--- src/rtl/operand_switch_if.sv ---
`default_nettype none
// +----------------------------------------------------------------------------+
// | Module      : operand_switch_if                                            |
// | Description : Bundle of operand/opcode source buses and selected outputs   |
// |               for operand_switch.                                          |
// |   mode                     source select (0 manual, 1 CPU)                 |
// |   manual_a/b/opcode/valid  manual (board switch) source                    |
// |   cpu_a/b/opcode/valid     CPU source                                      |
// |   select_a/b/opcode        registered selected operand pair and opcode     |
// |   select_valid             selected outputs updated this cycle             |
// |   select_src               source of current outputs (0 manual, 1 CPU)     |
// |   mode_changed             one-cycle pulse on effective mode toggle        |
// |   Modports: master drives the sources, slave is the selector.              |
// | Revision    : 1.0 - initial release                                        |
// +----------------------------------------------------------------------------+
interface operand_switch_if #(
  parameter int DATA_W = 8,
  parameter int OP_W   = 3
);
  logic              mode;
  logic [DATA_W-1:0] manual_a;
  logic [DATA_W-1:0] manual_b;
  logic [OP_W-1:0]   manual_opcode;
  logic              manual_valid;
  logic [DATA_W-1:0] cpu_a;
  logic [DATA_W-1:0] cpu_b;
  logic [OP_W-1:0]   cpu_opcode;
  logic              cpu_valid;
  logic [DATA_W-1:0] select_a;
  logic [DATA_W-1:0] select_b;
  logic [OP_W-1:0]   select_opcode;
  logic              select_valid;
  logic              select_src;
  logic              mode_changed;

  modport master (
    output mode,
    output manual_a, manual_b, manual_opcode, manual_valid,
    output cpu_a, cpu_b, cpu_opcode, cpu_valid,
    input  select_a, select_b, select_opcode, select_valid, select_src, mode_changed
  );

  modport slave (
    input  mode,
    input  manual_a, manual_b, manual_opcode, manual_valid,
    input  cpu_a, cpu_b, cpu_opcode, cpu_valid,
    output select_a, select_b, select_opcode, select_valid, select_src, mode_changed
  );
endinterface
`default_nettype wire

--- src/rtl/operand_switch.sv ---
`default_nettype none
// +----------------------------------------------------------------------------+
// | Module      : operand_switch                                               |
// | Description : Registered 2:1 operand/opcode selector in front of the ALU.  |
// |               Picks the manual or CPU source according to mode, presents   |
// |               one operand pair plus opcode per cycle with a valid flag,    |
// |               the source tag and a one-cycle mode-change pulse.            |
// |   clk    : system clock, rising edge                                       |
// |   rst_n  : asynchronous active-low reset                                   |
// |   sw     : operand_switch_if.slave (sources in, selected outputs out)      |
// |   Option : SWITCH_MODE_SYNC_EN - when defined, mode goes through a 2-flop  |
// |            synchronizer before use (mode-to-output latency 3 clk instead   |
// |            of 1 clk; mode_changed delayed equally).                        |
// | Revision    : 1.0 - initial release                                        |
// +----------------------------------------------------------------------------+
module operand_switch #(
  parameter int DATA_W = 8,
  parameter int OP_W   = 3
) (
  input  logic              clk,
  input  logic              rst_n,
  operand_switch_if.slave   sw
);

  logic              w_mode_eff;
  logic              w_sel_valid;
  logic [DATA_W-1:0] w_sel_a;
  logic [DATA_W-1:0] w_sel_b;
  logic [OP_W-1:0]   w_sel_opcode;

  logic              r_mode_q;
  logic [DATA_W-1:0] r_select_a;
  logic [DATA_W-1:0] r_select_b;
  logic [OP_W-1:0]   r_select_opcode;
  logic              r_select_valid;
  logic              r_select_src;
  logic              r_mode_changed;

`ifdef SWITCH_MODE_SYNC_EN
  // mode comes from an asynchronous board switch: two flops before any use.
  logic [1:0] r_mode_sync;

  always_ff @(posedge clk or negedge rst_n) begin
    if (!rst_n) begin
      r_mode_sync <= 2'b00;
    end else begin
      r_mode_sync <= {r_mode_sync[0], sw.mode};
    end
  end

  assign w_mode_eff = r_mode_sync[1];
`else
  // mode is assumed synchronous to clk and used directly.
  assign w_mode_eff = sw.mode;
`endif

  // The unselected source, including its valid, never reaches the registers.
  always_comb begin
    w_sel_valid  = sw.manual_valid;
    w_sel_a      = sw.manual_a;
    w_sel_b      = sw.manual_b;
    w_sel_opcode = sw.manual_opcode;
    if (w_mode_eff) begin
      w_sel_valid  = sw.cpu_valid;
      w_sel_a      = sw.cpu_a;
      w_sel_b      = sw.cpu_b;
      w_sel_opcode = sw.cpu_opcode;
    end
  end

  always_ff @(posedge clk or negedge rst_n) begin
    if (!rst_n) begin
      r_mode_q        <= 1'b0;
      r_select_a      <= '0;
      r_select_b      <= '0;
      r_select_opcode <= '0;
      r_select_valid  <= 1'b0;
      r_select_src    <= 1'b0;
      r_mode_changed  <= 1'b0;
    end else begin
      r_mode_q       <= w_mode_eff;
      // The toggle cycle already selects the new source: no bubble inserted.
      r_mode_changed <= (w_mode_eff != r_mode_q);
      r_select_valid <= w_sel_valid;
      if (w_sel_valid) begin
        r_select_a      <= w_sel_a;
        r_select_b      <= w_sel_b;
        r_select_opcode <= w_sel_opcode;
        r_select_src    <= w_mode_eff;
      end
    end
  end

  assign sw.select_a      = r_select_a;
  assign sw.select_b      = r_select_b;
  assign sw.select_opcode = r_select_opcode;
  assign sw.select_valid  = r_select_valid;
  assign sw.select_src    = r_select_src;
  assign sw.mode_changed  = r_mode_changed;

endmodule
`default_nettype wire

--- src/flat_wrapper.sv ---
// flat-port wrapper written by rule: the top's interface ports become plain ports
module operand_switch_flat 
#(
  parameter int DATA_W = 8,
  parameter int OP_W   = 3
)
  (clk, rst_n, sw_mode, sw_manual_a, sw_manual_b, sw_manual_opcode, sw_manual_valid, sw_cpu_a, sw_cpu_b, sw_cpu_opcode, sw_cpu_valid, sw_select_a, sw_select_b, sw_select_opcode, sw_select_valid, sw_select_src, sw_mode_changed);
  operand_switch_if #(.DATA_W(DATA_W), .OP_W(OP_W)) sw_i ();
  input  logic clk;
  input  logic rst_n;
  input wire logic [$bits(sw_i.mode)-1:0] sw_mode;
  input wire logic [$bits(sw_i.manual_a)-1:0] sw_manual_a;
  input wire logic [$bits(sw_i.manual_b)-1:0] sw_manual_b;
  input wire logic [$bits(sw_i.manual_opcode)-1:0] sw_manual_opcode;
  input wire logic [$bits(sw_i.manual_valid)-1:0] sw_manual_valid;
  input wire logic [$bits(sw_i.cpu_a)-1:0] sw_cpu_a;
  input wire logic [$bits(sw_i.cpu_b)-1:0] sw_cpu_b;
  input wire logic [$bits(sw_i.cpu_opcode)-1:0] sw_cpu_opcode;
  input wire logic [$bits(sw_i.cpu_valid)-1:0] sw_cpu_valid;
  output wire logic [$bits(sw_i.select_a)-1:0] sw_select_a;
  output wire logic [$bits(sw_i.select_b)-1:0] sw_select_b;
  output wire logic [$bits(sw_i.select_opcode)-1:0] sw_select_opcode;
  output wire logic [$bits(sw_i.select_valid)-1:0] sw_select_valid;
  output wire logic [$bits(sw_i.select_src)-1:0] sw_select_src;
  output wire logic [$bits(sw_i.mode_changed)-1:0] sw_mode_changed;
  assign sw_i.mode = sw_mode;
  assign sw_i.manual_a = sw_manual_a;
  assign sw_i.manual_b = sw_manual_b;
  assign sw_i.manual_opcode = sw_manual_opcode;
  assign sw_i.manual_valid = sw_manual_valid;
  assign sw_i.cpu_a = sw_cpu_a;
  assign sw_i.cpu_b = sw_cpu_b;
  assign sw_i.cpu_opcode = sw_cpu_opcode;
  assign sw_i.cpu_valid = sw_cpu_valid;
  assign sw_select_a = sw_i.select_a;
  assign sw_select_b = sw_i.select_b;
  assign sw_select_opcode = sw_i.select_opcode;
  assign sw_select_valid = sw_i.select_valid;
  assign sw_select_src = sw_i.select_src;
  assign sw_mode_changed = sw_i.mode_changed;
  operand_switch #(.DATA_W(DATA_W), .OP_W(OP_W)) u_core (.clk(clk), .rst_n(rst_n), .sw(sw_i));
endmodule
--- config.mk ---
export PLATFORM = sky130hd
export DESIGN_NAME = operand_switch_flat
export DESIGN_NICKNAME = d
export VERILOG_FILES = /design/src/rtl/operand_switch_if.sv /design/src/rtl/operand_switch.sv /design/src/flat_wrapper.sv
export SDC_FILE = /design/constraint.sdc
export NUM_CORES = 1
export LEC_CHECK = 0
export CAP_MARGIN = 20
export CELL_PAD_IN_SITES_DETAIL_PLACEMENT = 1
export CELL_PAD_IN_SITES_GLOBAL_PLACEMENT = 1
export CORE_MARGIN = 1
export CORE_UTILIZATION = 27
export DETAILED_ROUTE_END_ITERATION = 10
export MAX_ROUTING_LAYER = met4
export PLACE_DENSITY_LB_ADDON = 0.1
export SYNTH_ARGS = -nofsm -noshare
export SYNTH_HDL_FRONTEND = slang
export SYNTH_SLANG_ARGS = --single-unit
--- constraint.sdc ---
create_clock -name clk -period 0.9 [get_ports clk]
set_clock_uncertainty 0.15 [all_clocks]
set_input_delay 0.27 -clock clk [delete_from_list [all_inputs] [get_ports clk]]
set_output_delay 0.27 -clock clk [all_outputs]
set_load 0.05 [all_outputs]
==> impl_summary.log <==
INFO  metric status = finished with violations
INFO  metric failed_checks = design-rule violations, negative setup slack
INFO  metric antenna_cells_inserted = 0
INFO  metric synth_ff_type = dfrtp_1
INFO  metric antenna_violations_before_repair = 0
INFO  metric setup_viol = 42
INFO  metric yosysWarnings = 0
INFO  metric die-height = 71.3 um
INFO  metric clkSinkCount = 23
INFO  metric placed_instance_area = 0.00221 sq mm
INFO  metric worstHoldStart = sw_mode
INFO  metric switching_share_of_power = 0.346
INFO  metric post-route-min-period = 1.29 ns
INFO  metric power_density = 1600 mW/mm^2
INFO  metric worst_setup_path_end_kind = output pin
INFO  metric first_global_vias = 1310
INFO  metric postLayoutSetupSlackWorst = -0.388 ns
INFO  metric grt_busiest_layer = met2
INFO  metric drt_drc_violations_left = 5
INFO  metric critical_path.max_stage_delay = 0.44 ns
INFO  metric postRouteWirelength = 4170 um
INFO  metric globalRouteMet2Util = 0.351
INFO  metric mappedNetlistArea = 0.00130 sq mm
INFO  metric post_route_cells_drive_above_1_share = 0.450
INFO  metric synth_async_sr_flop_share = 1.00
INFO  metric regToRegStartpoint = u_core.sw.select_a[1]
INFO  metric number_of_h_tree_levels = 1
INFO  metric design.final.nets = 224
INFO  metric grt.met3_usage = 0.0183
INFO  metric fmaxAchievable = 0.777 GHz
INFO  metric post_synth_main_area_contributors = dfrtp_1 (44%), mux2i_1 (44%), buf_12 (4.6%)
INFO  metric cp_top_family = flip-flops
INFO  metric tightest_slew = 0.154 ns
INFO  metric detail_route.iter0.violations = 38
INFO  metric slew_viol_final = 0
INFO  metric crit_fanout = 2
INFO  metric finalWeightedCongestion = 0.737
INFO  metric setup-tns-final = -11.07 ns
INFO  metric most_repeated_cell_in_the_gate_level_netlist_after_synthesis = mux2i_1
INFO  metric power.static_leakage = 0.00120 uW
INFO  metric library_cell_contributing_the_largest_single_delay_on_the_critical_path = dfrtp_2
INFO  metric worst_setup_path_start_kind = register
INFO  metric fillers = 438
INFO  metric wire_per_inst = 18.0 um
INFO  metric postSynthNetCount = 137
INFO  metric cp_data_required_time = 0.48 ns
INFO  metric relative_contribution_of_sequential_cells_to_total_power = 0.335
INFO  metric final-hold-violation-count = 0
INFO  metric overflow = 0
INFO  metric min_path_type = in -> reg
INFO  metric timing.max_slew.rel_slack = 0.894
INFO  metric vdd_ir_drop_max = 0.725 mV
INFO  metric die_x = 71.3 um
INFO  metric cp_num_buf_inv = 1
INFO  metric core_region_area = 0.00447 sq mm
INFO  metric synth-edff-count = 0
INFO  metric portBuffers = 64
INFO  metric groute.layer.met1.usage = 0.211
INFO  metric antenna_violating_nets_post_route = 0
INFO  metric pin_count = 65
INFO  metric finalCritPeriodShare = 1.43
INFO  metric netlist.area_leader.share = 0.444
INFO  metric clk-insertion-delay-late = 0.27 ns
INFO  metric p_int = 2710 uW
INFO  metric cts.path.max_buffers = 2
INFO  metric crit_path_start = u_core.sw.select_a[5]
INFO  metric detailedPlacementHpwl = 2470 um
INFO  metric top_post_synthesis_cells_by_count = mux2i_1 (57), dfrtp_1 (23), buf_12 (3)
INFO  metric drv_cap = 0
INFO  metric total_cts_buffers = 3
INFO  metric finish.instance_area = 0.00259 sq mm
INFO  metric critical_path_cell_by_cell = buf_12
INFO  metric p_comb_frac = 0.504
INFO  metric synthesis.area_per_instance = 13.8 sq um
INFO  metric switchingPower = 1430 uW
INFO  metric grt_max_degree = 24
INFO  metric clk_transition_reported_paths = 0.09 ns
INFO  metric effective_utilization_at_floorplan = 0.290
INFO  metric synthDistinctLibCells = 11
INFO  metric grtUsageTotal = 0.186
INFO  metric clk_root_buffer_cell = clkbuf_8
INFO  metric synthesized_flop_and_latch_total = 23
INFO  metric dr.pass1.iters = 6
INFO  metric cts_tree = yes
INFO  metric vias_per_cell = 4.81
INFO  metric fp-row-count = 24
INFO  metric grt_pass1_wl = 6980 um
INFO  metric synth.yosys.seq_area_share = 0.444
INFO  metric timing.critical_path.arrival = 0.87 ns
INFO  metric vias = 1117
INFO  metric full_die_area = 0.00509 sq mm
INFO  metric synthToLayoutAreaGrowth = 99.4%
INFO  metric grt_setup_unrepaired = true
INFO  metric synthCells = 94
INFO  metric timing_worst_setup_path_type = reg -> out
INFO  metric clockPowerShare = 0.161
INFO  metric most_area_hungry_cell_type_in_the_yosys_netlist = dfrtp_1
final timing paths:
check                      slack (ns)  depth (start not counted)                     end
max                             -0.39                          1          sw_select_a[5]
min                              0.16                          2   u_core.sw.select_b[2]
max reg2reg                     -0.18                          3   u_core.sw.select_a[1]
min reg2reg                      0.29                          1  u_core.sw.mode_changed
max in group asynchronous        0.24                          2   u_core.sw.select_b[7]
min in group asynchronous        0.19                          2   u_core.sw.select_b[0]
through the flow:
step / utilization / setup slack [ns] / hold slack [ns] / cells / total power, uW
4_1_cts: 0.574 / -0.390 / 0.128 / 233 / 4160
2_1_floorplan: - / -0.132 / -0.176 / 94 / 2180
5_1_grt: 0.578 / -0.408 / 0.143 / 232 / 4320
3_3_place_gp: 0.494 / -0.650 / 0.265 / 205 / 3090
3_5_place_dp: 0.494 / -0.715 / 0.281 / 205 / 3140
6_report: 0.578 / -0.388 / 0.157 / 232 / 4140
area by class of cell:
type | instances | area [sq um] | area share
clock buffers | 4 | 45.0 | 0.0174
inverters | 1 | 3.75 | 0.00145
multi-input cells | 61 | 616 | 0.238
well taps | 52 | 65.1 | 0.0251
flip-flops and latches | 23 | 602 | 0.233
repair buffers | 91 | 1260 | 0.485
per-layer routing:
layer / vias up / share of wire
met5: - / 0
met4: 0 / 0.0060
met3: 4 / 0.049
met2: 44 / 0.54
met1: 555 / 0.41
li1: 514 / -
cell families (layout without fill, tap and decap cells):
family,Yosys count,in the layout,synth area share
XOR/XNOR,1,1,0.00675
buffers and inverters,10,96,0.0935
AO/OA/AOI/OAI,2,2,0.00771
multiplexers,58,58,0.448
flip-flops,23,23,0.444
what timing repair did:
| item | in CTS | in global routing |
|---|---|---|
| resized for setup | 31 | 19 |
| setup endpoints to repair | 45 | 42 |
| pin swaps | 1 | 1 |
| gates cloned | 4 | 0 |
| buffers inserted | 20 | 12 |
| hold buffers | 0 | 0 |
cells in the final DEF, fill, tap and decap left out, types with 3 or more instances in the layout:
cell type	instances
mux2i_1	54
clkdlybuf4s50_1	39
buf_12	26
dfrtp_2	21
buf_6	18
mux2i_2	3
clkbuf_8	3
buf_2	3
power groups by stage:
stage	clock network [uW]	registers, uW	logic (uW)
after detailed placement	0	1410	1720
after global routing	729	1400	2180
after global placement	0	1400	1680
after CTS	700	1380	2080
after floorplan	0	1820	352
final	665	1390	2090
flip-flops by register name, indices dropped and copies added (netlist names):
signal	cells
u_core.sw.mode_changed	1
u_core.r_mode_q	1
u_core.sw.select_a	8
u_core.sw.select_valid	1
u_core.sw.select_opcode	3
u_core.sw.select_src	1
u_core.sw.select_b	8
No activity file was read; power rests on OpenSTA's default activity.
